--- src/rtl/player_input_tx_if.sv ---
// Port bundle between the frame-strobe/control side and the serial transmitter.
//   frame_update : one-cycle send request
//   enable       : 1 = requests accepted
//   player_id    : local player ID
//   left/right/up/down/chop/carry : debounced controls
//   tx           : serial line, idle high
//   busy         : packet in flight
//   sent         : one-cycle pulse when a packet completes
//   overrun      : sticky, a request was dropped
// master drives the requests/controls, slave is the transmitter.
interface player_input_tx_if;
  logic       frame_update;
  logic       enable;
  logic [1:0] player_id;
  logic       left;
  logic       right;
  logic       up;
  logic       down;
  logic       chop;
  logic       carry;
  logic       tx;
  logic       busy;
  logic       sent;
  logic       overrun;

  modport master (
    output frame_update, enable, player_id, left, right, up, down, chop, carry,
    input  tx, busy, sent, overrun
  );

  modport slave (
    input  frame_update, enable, player_id, left, right, up, down, chop, carry,
    output tx, busy, sent, overrun
  );
endinterface

--- src/rtl/player_input_tx.sv ---
// Per-frame UART transmitter of the local player's controls.
// Sends a 3-byte packet {SYNC_BYTE, payload, ~payload}, each byte 8N1 LSB first, with
// payload = {player_id, carry, chop, up, down, left, right}.
// Ports:
//   clock   : system clock (25 MHz pixel clock)
//   reset_n : asynchronous active-low reset
//   bus     : player_input_tx_if.slave (requests, controls, tx/busy/sent/overrun)
// Optional feature: define PLAYER_TX_PARITY_EN for 8E1 framing (even parity bit per byte).
module player_input_tx #(
  parameter int unsigned CLKS_PER_BIT = 217,
  parameter logic [7:0]  SYNC_BYTE    = 8'hA5
) (
  input logic              clock,
  input logic              reset_n,
  player_input_tx_if.slave bus
);

  localparam int unsigned     CntW   = (CLKS_PER_BIT > 1) ? $clog2(CLKS_PER_BIT) : 1;
  localparam logic [CntW-1:0] CntMax = CntW'(CLKS_PER_BIT - 1);

`ifdef PLAYER_TX_PARITY_EN
  typedef enum logic [2:0] {StIdle, StStart, StData, StParity, StStop, StDone} state_e;
`else
  typedef enum logic [2:0] {StIdle, StStart, StData, StStop, StDone} state_e;
`endif

  state_e          state_q, state_d;
  logic [CntW-1:0] cnt_q, cnt_d;
  logic [2:0]      bit_idx_q, bit_idx_d;
  logic [1:0]      byte_idx_q, byte_idx_d;
  logic [7:0]      shift_q, shift_d;
  logic [7:0]      payload_q, payload_d;
  logic            pending_q, pending_d;
  logic            overrun_q, overrun_d;
  logic            tx_q, tx_d;
  logic            busy_q, busy_d;
  logic            sent_q, sent_d;

  logic       req;
  logic       bit_end;
  logic [7:0] cur_byte;

  assign req     = bus.frame_update & bus.enable;
  assign bit_end = (cnt_q == CntMax);

  always_comb begin
    cur_byte = SYNC_BYTE;
    case (byte_idx_q)
      2'd1:    cur_byte = payload_q;
      2'd2:    cur_byte = ~payload_q;
      default: cur_byte = SYNC_BYTE;
    endcase
  end

  // Next-state logic
  always_comb begin
    state_d    = state_q;
    cnt_d      = cnt_q;
    bit_idx_d  = bit_idx_q;
    byte_idx_d = byte_idx_q;
    shift_d    = shift_q;
    payload_d  = payload_q;
    pending_d  = pending_q;
    overrun_d  = overrun_q;

    // Bit timer runs in every serial state and wraps at the bit boundary.
    if (state_q != StIdle && state_q != StDone) begin
      cnt_d = bit_end ? '0 : cnt_q + 1'b1;
    end

    unique case (state_q)
      StIdle: begin
        if (req || pending_q) begin
          payload_d  = {bus.player_id, bus.carry, bus.chop, bus.up, bus.down,
                        bus.left, bus.right};
          pending_d  = 1'b0;
          cnt_d      = '0;
          byte_idx_d = 2'd0;
          state_d    = StStart;
        end
      end
      StStart: begin
        if (bit_end) begin
          bit_idx_d = 3'd0;
          shift_d   = cur_byte;
          state_d   = StData;
        end
      end
      StData: begin
        if (bit_end) begin
          shift_d = {1'b0, shift_q[7:1]};
          if (bit_idx_q == 3'd7) begin
`ifdef PLAYER_TX_PARITY_EN
            state_d = StParity;
`else
            state_d = StStop;
`endif
          end else begin
            bit_idx_d = bit_idx_q + 3'd1;
          end
        end
      end
`ifdef PLAYER_TX_PARITY_EN
      StParity: begin
        if (bit_end) state_d = StStop;
      end
`endif
      StStop: begin
        if (bit_end) begin
          if (byte_idx_q != 2'd2) begin
            byte_idx_d = byte_idx_q + 2'd1;
            state_d    = StStart;
          end else begin
            state_d = StDone;
          end
        end
      end
      StDone:  state_d = StIdle;
      default: state_d = StIdle;
    endcase

    // Outside IDLE a request is queued one deep; a second one is dropped.
    if (req && state_q != StIdle) begin
      if (pending_q) overrun_d = 1'b1;
      else           pending_d = 1'b1;
    end
  end

  // Outputs are registered from the next state so the serial pin never glitches.
  always_comb begin
    tx_d   = 1'b1;
    busy_d = 1'b0;
    sent_d = (state_d == StDone);
    case (state_d)
      StStart: begin
        tx_d   = 1'b0;
        busy_d = 1'b1;
      end
      StData: begin
        tx_d   = shift_d[0];
        busy_d = 1'b1;
      end
`ifdef PLAYER_TX_PARITY_EN
      StParity: begin
        tx_d   = ^cur_byte;
        busy_d = 1'b1;
      end
`endif
      StStop:  busy_d = 1'b1;
      default: ;
    endcase
  end

  always_ff @(posedge clock or negedge reset_n) begin
    if (!reset_n) begin
      state_q    <= StIdle;
      cnt_q      <= '0;
      bit_idx_q  <= '0;
      byte_idx_q <= '0;
      shift_q    <= '0;
      payload_q  <= '0;
      pending_q  <= 1'b0;
      overrun_q  <= 1'b0;
      tx_q       <= 1'b1;
      busy_q     <= 1'b0;
      sent_q     <= 1'b0;
    end else begin
      state_q    <= state_d;
      cnt_q      <= cnt_d;
      bit_idx_q  <= bit_idx_d;
      byte_idx_q <= byte_idx_d;
      shift_q    <= shift_d;
      payload_q  <= payload_d;
      pending_q  <= pending_d;
      overrun_q  <= overrun_d;
      tx_q       <= tx_d;
      busy_q     <= busy_d;
      sent_q     <= sent_d;
    end
  end

  assign bus.tx      = tx_q;
  assign bus.busy    = busy_q;
  assign bus.sent    = sent_q;
  assign bus.overrun = overrun_q;

endmodule
--- src/flat_wrapper.sv ---
// flat-port wrapper written by rule: the top's interface ports become plain ports
module player_input_tx_flat 
#(
  parameter int unsigned CLKS_PER_BIT = 217,
  parameter logic [7:0]  SYNC_BYTE    = 8'hA5
)
  (clock, reset_n, bus_frame_update, bus_enable, bus_player_id, bus_left, bus_right, bus_up, bus_down, bus_chop, bus_carry, bus_tx, bus_busy, bus_sent, bus_overrun);
  player_input_tx_if bus_i ();
  input logic clock;
  input logic reset_n;
  input wire logic [$bits(bus_i.frame_update)-1:0] bus_frame_update;
  input wire logic [$bits(bus_i.enable)-1:0] bus_enable;
  input wire logic [$bits(bus_i.player_id)-1:0] bus_player_id;
  input wire logic [$bits(bus_i.left)-1:0] bus_left;
  input wire logic [$bits(bus_i.right)-1:0] bus_right;
  input wire logic [$bits(bus_i.up)-1:0] bus_up;
  input wire logic [$bits(bus_i.down)-1:0] bus_down;
  input wire logic [$bits(bus_i.chop)-1:0] bus_chop;
  input wire logic [$bits(bus_i.carry)-1:0] bus_carry;
  output wire logic [$bits(bus_i.tx)-1:0] bus_tx;
  output wire logic [$bits(bus_i.busy)-1:0] bus_busy;
  output wire logic [$bits(bus_i.sent)-1:0] bus_sent;
  output wire logic [$bits(bus_i.overrun)-1:0] bus_overrun;
  assign bus_i.frame_update = bus_frame_update;
  assign bus_i.enable = bus_enable;
  assign bus_i.player_id = bus_player_id;
  assign bus_i.left = bus_left;
  assign bus_i.right = bus_right;
  assign bus_i.up = bus_up;
  assign bus_i.down = bus_down;
  assign bus_i.chop = bus_chop;
  assign bus_i.carry = bus_carry;
  assign bus_tx = bus_i.tx;
  assign bus_busy = bus_i.busy;
  assign bus_sent = bus_i.sent;
  assign bus_overrun = bus_i.overrun;
  player_input_tx #(.CLKS_PER_BIT(CLKS_PER_BIT), .SYNC_BYTE(SYNC_BYTE)) u_core (.clock(clock), .reset_n(reset_n), .bus(bus_i));
endmodule
--- config.mk ---
export PLATFORM = sky130hd
export DESIGN_NAME = player_input_tx_flat
export DESIGN_NICKNAME = d
export VERILOG_FILES = /design/src/rtl/player_input_tx_if.sv /design/src/rtl/player_input_tx.sv /design/src/flat_wrapper.sv
export SDC_FILE = /design/constraint.sdc
export NUM_CORES = 1
export LEC_CHECK = 0
export ABC_AREA = 1
export CORE_MARGIN = 2
export CORE_UTILIZATION = 57
export DETAILED_ROUTE_END_ITERATION = 7
export MAX_ROUTING_LAYER = met4
export PLACE_DENSITY = 0.79
export SLEW_MARGIN = 20
export SYNTH_ARGS = -nofsm -noshare
export SYNTH_HDL_FRONTEND = slang
export SYNTH_SLANG_ARGS = --single-unit
--- constraint.sdc ---
create_clock -name clock -period 1.85 [get_ports clock]
set_input_delay 0.555 -clock clock [delete_from_list [all_inputs] [get_ports clock]]
set_output_delay 0.555 -clock clock [all_outputs]
set_load 0.005 [all_outputs]
* Yosys cells after proc, flatten, opt, wreduce, memory -nomap -nowiden
Cells that the tools add are included.
** Word-level totals
- Output and inout port bits :: 4
- Input port bits :: 12
- Logic and storage cells :: 78
- Register bits after elaboration :: 37
** Cells by class
- $add $sub $neg :: 3
- Reductions and logical operators :: 13
- Equality and inequality tests :: 19
- Bitwise operators :: 2
- Mux-type cells :: 29
** Operators with widths (count)
- 2-to-1 mux 8 bit :: 6
- case mux 8 bit (2 select lines) :: 2
- 2-to-1 mux 3 bit :: 9
- == test 3 x 2 -> 1 bit (second input constant) :: 4
- case mux 3 bit (4 select lines) :: 1
- != test 2 x 1 -> 1 bit (second input constant) :: 5
- adder 8 x 1 -> 8 bit (second input constant) :: 1
- == test 8 bit (second input constant) :: 1
- NOT 8 bit :: 1
- AND reduction 4 bit :: 2
- == test 3 x 1 -> 1 bit (second input constant) :: 2
- == test 3 bit (second input constant) :: 2
- 2-to-1 mux 2 bit :: 3
- case mux 3 bit (2 select lines) :: 1
- 2-to-1 mux 1 bit :: 5
- != test 2 bit (second input constant) :: 2
- case mux 2 bit (2 select lines) :: 1
- AND reduction 2 bit :: 2
- nonzero test 2 bit :: 2
- adder 3 x 1 -> 3 bit (second input constant) :: 1
- logical NOT 3 bit :: 1
- != test 3 bit (second input constant) :: 1
- AND reduction 3 bit :: 1
- nonzero test 3 bit :: 1
- other kinds (8) :: 9

* Depth between registers and ports, before layout
Gate-level depths: netlist of run 1.
- Word-level depth :: 7
- Depth in mapped cells :: 12
- Mapped depth without buffers :: 12

* Worst setup path after synthesis of run 1
OpenSTA, ideal clock, no wires.
- Path type :: in2reg
- From :: input bus_frame_update
- To :: register u_core.cnt_q[6]
- Required time :: 1773 ps
- Buffers on the path :: 0
- Slack :: 388 ps
- Arrival :: 1384 ps
- Cell stages on the path :: 7
- Setup time :: 77 ps
- Cell sequence :: a21oi_1 > nor2_8 > inv_4 > o21ai_4 > inv_2 > o21ai_1 > a21oi_1
** On the way
- Longest elaborated chain between the ends :: 4
** Ends and longest elaborated chain
- from (decl) :: line flat_wrapper.sv:11 : input wire logic [$bits(bus_i.frame_update)-1:0] bus_frame_update;
- bitwise AND 1 bit :: line player_input_tx.sv:43 : assign req = bus.frame_update & bus.enable;
- logical OR 1 bit :: line player_input_tx.sv:73 : if (req || pending_q) begin
- 2-to-1 mux 8 bit :: line player_input_tx.sv:73
- 2-to-1 mux 8 bit :: line player_input_tx.sv:71 : unique case (state_q)
- named net u_core.cnt_d[6] :: line player_input_tx.sv:28 : logic [CntW-1:0] cnt_q, cnt_d;
- to (signal assigned) :: line player_input_tx.sv:169 : cnt_q <= cnt_d;
- to (decl) :: line player_input_tx.sv:28
The timed path passes the listed nets, and every way through them passes these cells.
A chain may end at the register's enable or synchronous reset.

* Worst setup path after layout of run 1
- From :: register u_core.overrun_q (netlist: u_core.bus.overrun)
- To :: output bus_overrun
** RTL lines
- from (decl) :: line player_input_tx.sv:34 : logic overrun_q, overrun_d;
- from (signal assigned) :: line player_input_tx.sv:175 : overrun_q <= overrun_d;
- to (decl) :: line flat_wrapper.sv:23 : output wire logic [$bits(bus_i.overrun)-1:0] bus_overrun;
No word-level cell between the ends.

==> qor.csv, run 1 <==
metric,value,unit
outcome,finished clean,
final WL,3.31,mm
critical path class,flop to primary output,
Seq cells post-synth,37,
Final Hold Vio Count,0,
leakage,0.00109,uW
Synth Instances,226,
Max Slew Vio Count,0,
Crit-path slowest cell,clkdlybuf4s50_1,
Overflow after GRT,0,
WP data arrival,1190,ps
ratio of final minimum period to clock period,0.944,
fin nets,270,
post_cts resized,1,
Critical Path End Type,primary output,
post-CTS setup buffer count,0,
CP max FO,2,
PwrDens,596,nW/um^2
Inserted Diodes,0,
CTS tree,done,
ANT nets after route,0,
total track usage,0.213,
CP bufs+invs,1,
Ports,16,
Fin Setup TNS,0,ps
r2r worst-path depth,9,
Crit path max-delay family,buffers and inverters,
number of I/O port buffers,15,
Clock Skew,2.41,ps
leading area contributor after synthesis,dfrtp_1,
die height,61.8,um
"Async S/R FF share, synth",1.00,
root buffer cell,clkbuf_4,
Total Power,1300,uW
Post-CTS Hold Buffers,0,
Synth Flop Type,dfrtp_1,
Tmin final,1750,ps
multi-input logic area,870,um^2
CP peak stage delay,500,ps
"Seq/Total Area, Yosys",0.488,
CP Cell Sequence,clkdlybuf4s50_1,
initial antenna violation count,0,
syn_area_per_cell,8.42,um^2
P&R area growth vs syn,14.9,%
# H-tree levels,2,
total vias in the final route,1478,
post-synth cell types,30,
Initial Utilization,0.613,
post-synth top area share,0.474,
r2r endpoint,u_core.shift_q[4]$_DFFE_PN0P_,
final setup fails,0,
Clock Tree Buf Depth,2,
Synthesized Nets,244,
maxcap violations,0,
number of global-route vias before repair,1244,
fmax,0.573,GHz
Rows,20,
DR iter-0 viols,83,
largest cells by area after synthesis,"dfrtp_1, nand2_1, inv_1",
layout cell share with drive strength beyond 1,0.171,
average wire per standard cell,11.2,um
core footprint,3100,um^2
CTS sink cnt,37,
HPWL after DPL,2.59,mm
most frequent cells in the layout,"nand2_1, dfrtp_1, inv_1",
crit start category,flop,
DRC Markers,0,
relative slew slack,0.703,
Hold Crit Class,input pin to async pin,
Placer Congestion,0.861,
"most common cell after layout, fill and taps aside",nand2_1,
vias per cell,4.99,
Die Footprint,3810,um^2
largest net degree at the start of global routing,19,
reg2reg setup slack,230,ps
clock transition at the registers of the reported paths,100,ps
required time worst endpoint,1290,ps
unrepaired setup endpoints after global routing,false,
chip width,61.8,um
FF/Latch Area,927,um^2
Worst VDD drop,0.538,mV
1st-pass router iterations,4,
first-pass GRT wire length,5.64,mm
worst-margin pin slew,445,ps
mapped cell area,1900,um^2
worst reg2reg startpoint,u_core.cnt_q[0]$_DFF_PN0_,
number of synthesized flops with an enable pin,0,
clock insertion delay at the later pin of the skew report,330,ps
yosys synthesis warning count,0,
filler instances,263,
total CTS buffers,5,
-- synth_stat cells (2+ instances only) --
library cell and n:
o21ai_1 4, a21oi_1 7, dfrtp_1 36, nor2_2 5, nor2_1 15, a211oi_1 2
o211ai_1 3, nand3_2 4, o21ai_0 9, nor3_1 2, nor4_1 2, ha_1 6
nand2_1 73, inv_1 21, nand3_1 9, nand2_2 8, nor2_4 4, inv_2 4
-- power by group --
| group | switching (uW) | internal (uW) |
|---|---|---|
| logic | 32.5 | 29.8 |
| registers | 6.22 | 816 |
| clock network | 238 | 179 |
| total | 277 | 1030 |
-- worst max-delay path by stage --
stage / from / end / slack (ps) / depth (start not counted)
finish: u_core.bus.overrun$_DFFE_PN0P_ / bus_overrun / 100 / 1
global route: u_core.bus.overrun$_DFFE_PN0P_ / bus_overrun / 40 / 1
global placement: bus_frame_update / u_core.bus.tx$_DFF_PN1_ / -60 / 8
detailed placement: bus_frame_update / u_core.byte_idx_q[0]$_DFFE_PN0P_ / -90 / 7
floorplan: bus_frame_update / u_core.cnt_q[6]$_DFF_PN0_ / 390 / 7
CTS: u_core.bus.overrun$_DFFE_PN0P_ / bus_overrun / 80 / 1
-- flip-flops by register name (all words and copies together) (netlist names) --
register,count
u_core.bit_idx_q,3
u_core.bus.busy,1
u_core.bus.overrun,1
u_core.bus.sent,1
u_core.bus.tx,1
u_core.byte_idx_q,2
u_core.cnt_q,8
u_core.payload_q,8
u_core.pending_q,1
u_core.shift_q,8
u_core.state_q,3
-- metrics by stage --
| stage | hold slack (ps) | std cells | utilization | setup slack (ps) | area, um^2 |
|---|---|---|---|---|---|
| after floorplan | 259 | 226 | - | 388 | 1900 |
| final | 141 | 296 | 0.704 | 104 | 2190 |
| after CTS | 144 | 296 | 0.704 | 84.2 | 2190 |
| after global placement | 464 | 289 | 0.687 | -60.5 | 2130 |
| after detailed placement | 465 | 289 | 0.687 | -91.4 | 2130 |
| after global routing | 143 | 296 | 0.704 | 41.4 | 2190 |
-- cells by family (layout without fill, tap and decap cells) --
| group | after synthesis | count (layout) | share of synthesized area |
|---|---|---|---|
| AO/OA/AOI/OAI | 29 | 29 | 0.0934 |
| XOR/XNOR | 1 | 1 | 0.00461 |
| adder cells (fa/ha/maj) | 6 | 6 | 0.0395 |
| buffers and inverters | 27 | 53 | 0.0553 |
| flip-flops | 37 | 37 | 0.488 |
| AND/OR/NAND/NOR | 126 | 126 | 0.320 |
-- metal layers --
layer	wire [um]	GRT usage	up-vias
li1	-	-	774
met1	1800	0.316	667
met2	1360	0.283	32
met3	98	0.0497	5
met4	54	0.0821	0
met5	0	-	-
-- area by class of cell --
class / count / area share
clock buffer: 7 / 0.0252
inverter: 27 / 0.0481
multi-input combinational: 162 / 0.398
sequential: 37 / 0.424
tap: 44 / 0.0252
timing repair buffer: 19 / 0.0796
(Power assumes the default switching activity.)
==> run 2: changes to the inputs <==
--- a/config.mk
+++ b/config.mk
@@ -6,6 +6,7 @@
 export NUM_CORES = 1
 export LEC_CHECK = 0
 export ABC_AREA = 1
+export CORE_ASPECT_RATIO = 1.5
 export CORE_MARGIN = 2
 export CORE_UTILIZATION = 57
 export DETAILED_ROUTE_END_ITERATION = 7
==> qor.csv, run 2 (same netlist as run 1, synthesis figures left out) <==
metric,value,unit,change
"most common cell after layout, fill and taps aside",nand2_1,,
number of I/O port buffers,15,,unchanged
Crit path max-delay family,compound AO/OA/AOI/OAI gates,,
Ports,16,,unchanged
Final Hold Vio Count,0,,unchanged
CTS tree,done,,
chip width,51.2,um,-17%
final WL,3.67,mm,+11%
relative slew slack,0.677,,-0.0262
clock insertion delay at the later pin of the skew report,280,ps,-50 ps
required time worst endpoint,2060,ps,+770 ps
CP max FO,7,,+5
CP bufs+invs,3,,+2
CP peak stage delay,430,ps,-70 ps
Die Footprint,3820,um^2,+0.26%
HPWL after DPL,2.86,mm,+11%
Max Slew Vio Count,0,,unchanged
ratio of final minimum period to clock period,0.914,,-0.0297
die height,74.7,um,+21%
Placed Area,2130,um^2,unchanged
fmax,0.591,GHz,+3.3%
leakage,0.00110,uW,+1.3%
outcome,finished clean,,
Fin Setup TNS,0,ps,unchanged
root buffer cell,clkbuf_8,,
total vias in the final route,1519,,+2.8%
final setup fails,0,,unchanged
Inserted Diodes,0,,unchanged
Crit-path slowest cell,a21oi_1,,
worst reg2reg startpoint,u_core.cnt_q[0]$_DFF_PN0_,,
1st-pass router iterations,4,,unchanged
WP data arrival,1900,ps,+710 ps
multi-input logic area,870,um^2,unchanged
CP Cell Sequence,clkdlybuf4s50_1 > a21oi_1 > nor2_8 > inv_4 > o21ai_4 > inv_2 > o21ai_1 > a21oi_1,,
# H-tree levels,2,,unchanged
worst-margin pin slew,484,ps,+39.2 ps
number of global-route vias before repair,1600,,+29%
Clock Tree Buf Depth,2,,unchanged
final hold slack,195,ps,+54.6 ps
initial antenna violation count,0,,unchanged
critical path class,input pin to flop,,
design area,2220,um^2,+1.6%
Tmin final,1690,ps,-55.0 ps
CTS sink cnt,37,,unchanged
CP startpoint,bus_frame_update,,
FF/Latch Area,927,um^2,unchanged
layout cell share with drive strength beyond 1,0.167,,-0.00397
Worst VDD drop,0.613,mV,+14%
biggest regs,"u_core.cnt_q: 8 flops, u_core.payload_q: 8 flops, u_core.shift_q: 8 flops",,
Initial Utilization,0.602,,-0.0109
Placer Congestion,0.841,,-2.4%
crit start category,input pin,,
core footprint,3160,um^2,+1.8%
total CTS buffers,5,,unchanged
first-pass GRT wire length,6.62,mm,+17%
Hold Crit Class,input pin to async pin,,
PwrDens,659,nW/um^2,+11%
fin nets,269,,-0.37%
largest net degree at the start of global routing,23,,+4
Rows,25,,+25%
Critical Path End Type,flop,,
Critical Path Most Common Cell,a21oi_1,,
vias per cell,5.20,,+4.2%
maxcap violations,0,,unchanged
clock transition at the registers of the reported paths,70,ps,-30 ps
Clock Skew,5.02,ps,+2.61 ps
average wire per standard cell,12.6,um,+12%
total track usage,0.245,,+0.0315
filler instances,257,,-2.3%
DR iter-0 viols,27,,-67%
most frequent cells in the layout,"nand2_1, dfrtp_1, inv_1",,
unrepaired setup endpoints after global routing,false,,
DRC Markers,0,,unchanged
ANT nets after route,0,,unchanged
P&R area growth vs syn,16.8,%,
Post-CTS Hold Buffers,0,,unchanged
Overflow after GRT,0,,unchanged
[run 2: changes by cell type in the layout (fill, tap and decap cells not counted), sizes merged]
cell / delta
buf: -2
clkbuf: +2
[run 2: layout make-up]
class,instances,area share
Tap cell,40,0.0225
Inverter,27,0.0473
Clock buffer,8,0.0406
Multi-Input combinational cell,162,0.392
Sequential cell,37,0.417
Timing Repair Buffer,18,0.0806
[run 2: report_power, final]
group	switching [uW]	internal (uW)	leakage, uW
logic	34.2	31.3	0.000591
clock network	270	304	0.0000455
registers	6.59	817	0.000465
total	311	1150	0.00110
[run 2: repair_timing]
item | 4_1_cts | 5_1_grt
resized for setup | 1 | 0
buffers inserted | 0 | 0
setup endpoints to repair | 1 | 0
[run 2: worst paths after layout]
check / endpoint / slack, ps / cells after the start
max: u_core.cnt_q[6]$_DFF_PN0_ / 160 / 8
min: u_core.cnt_q[4]$_DFF_PN0_ / 200 / 1
max reg2reg: u_core.shift_q[7]$_DFFE_PN0P_ / 230 / 9
min reg2reg: u_core.bus.overrun$_DFFE_PN0P_ / 470 / 1
max in group asynchronous: u_core.shift_q[5]$_DFFE_PN0P_ / 1190 / 2
min in group clock: u_core.bus.overrun$_DFFE_PN0P_ / 470 / 1
[run 2: per-stage QoR]
step / power (uW) / std cells / setup slack [ps] / util
after detailed placement: 905 / 284 / -147 / 0.675
final: 1460 / 292 / 159 / 0.703
after global routing: 1520 / 292 / 30.5 / 0.703
after floorplan: 854 / 226 / 388 / -
after CTS: 1480 / 292 / 153 / 0.703
after global placement: 904 / 284 / -80.9 / 0.675
[run 2: per-layer routing]
layer  wire (um)  up-vias  global-route usage  part of all wire
met3          84       12              0.0417             0.023
met5           0        -                   -                 0
met2        2080       25               0.450              0.57
li1            -      772                   -                 -
met1        1390      710               0.241              0.38
met4         127        0               0.132             0.035
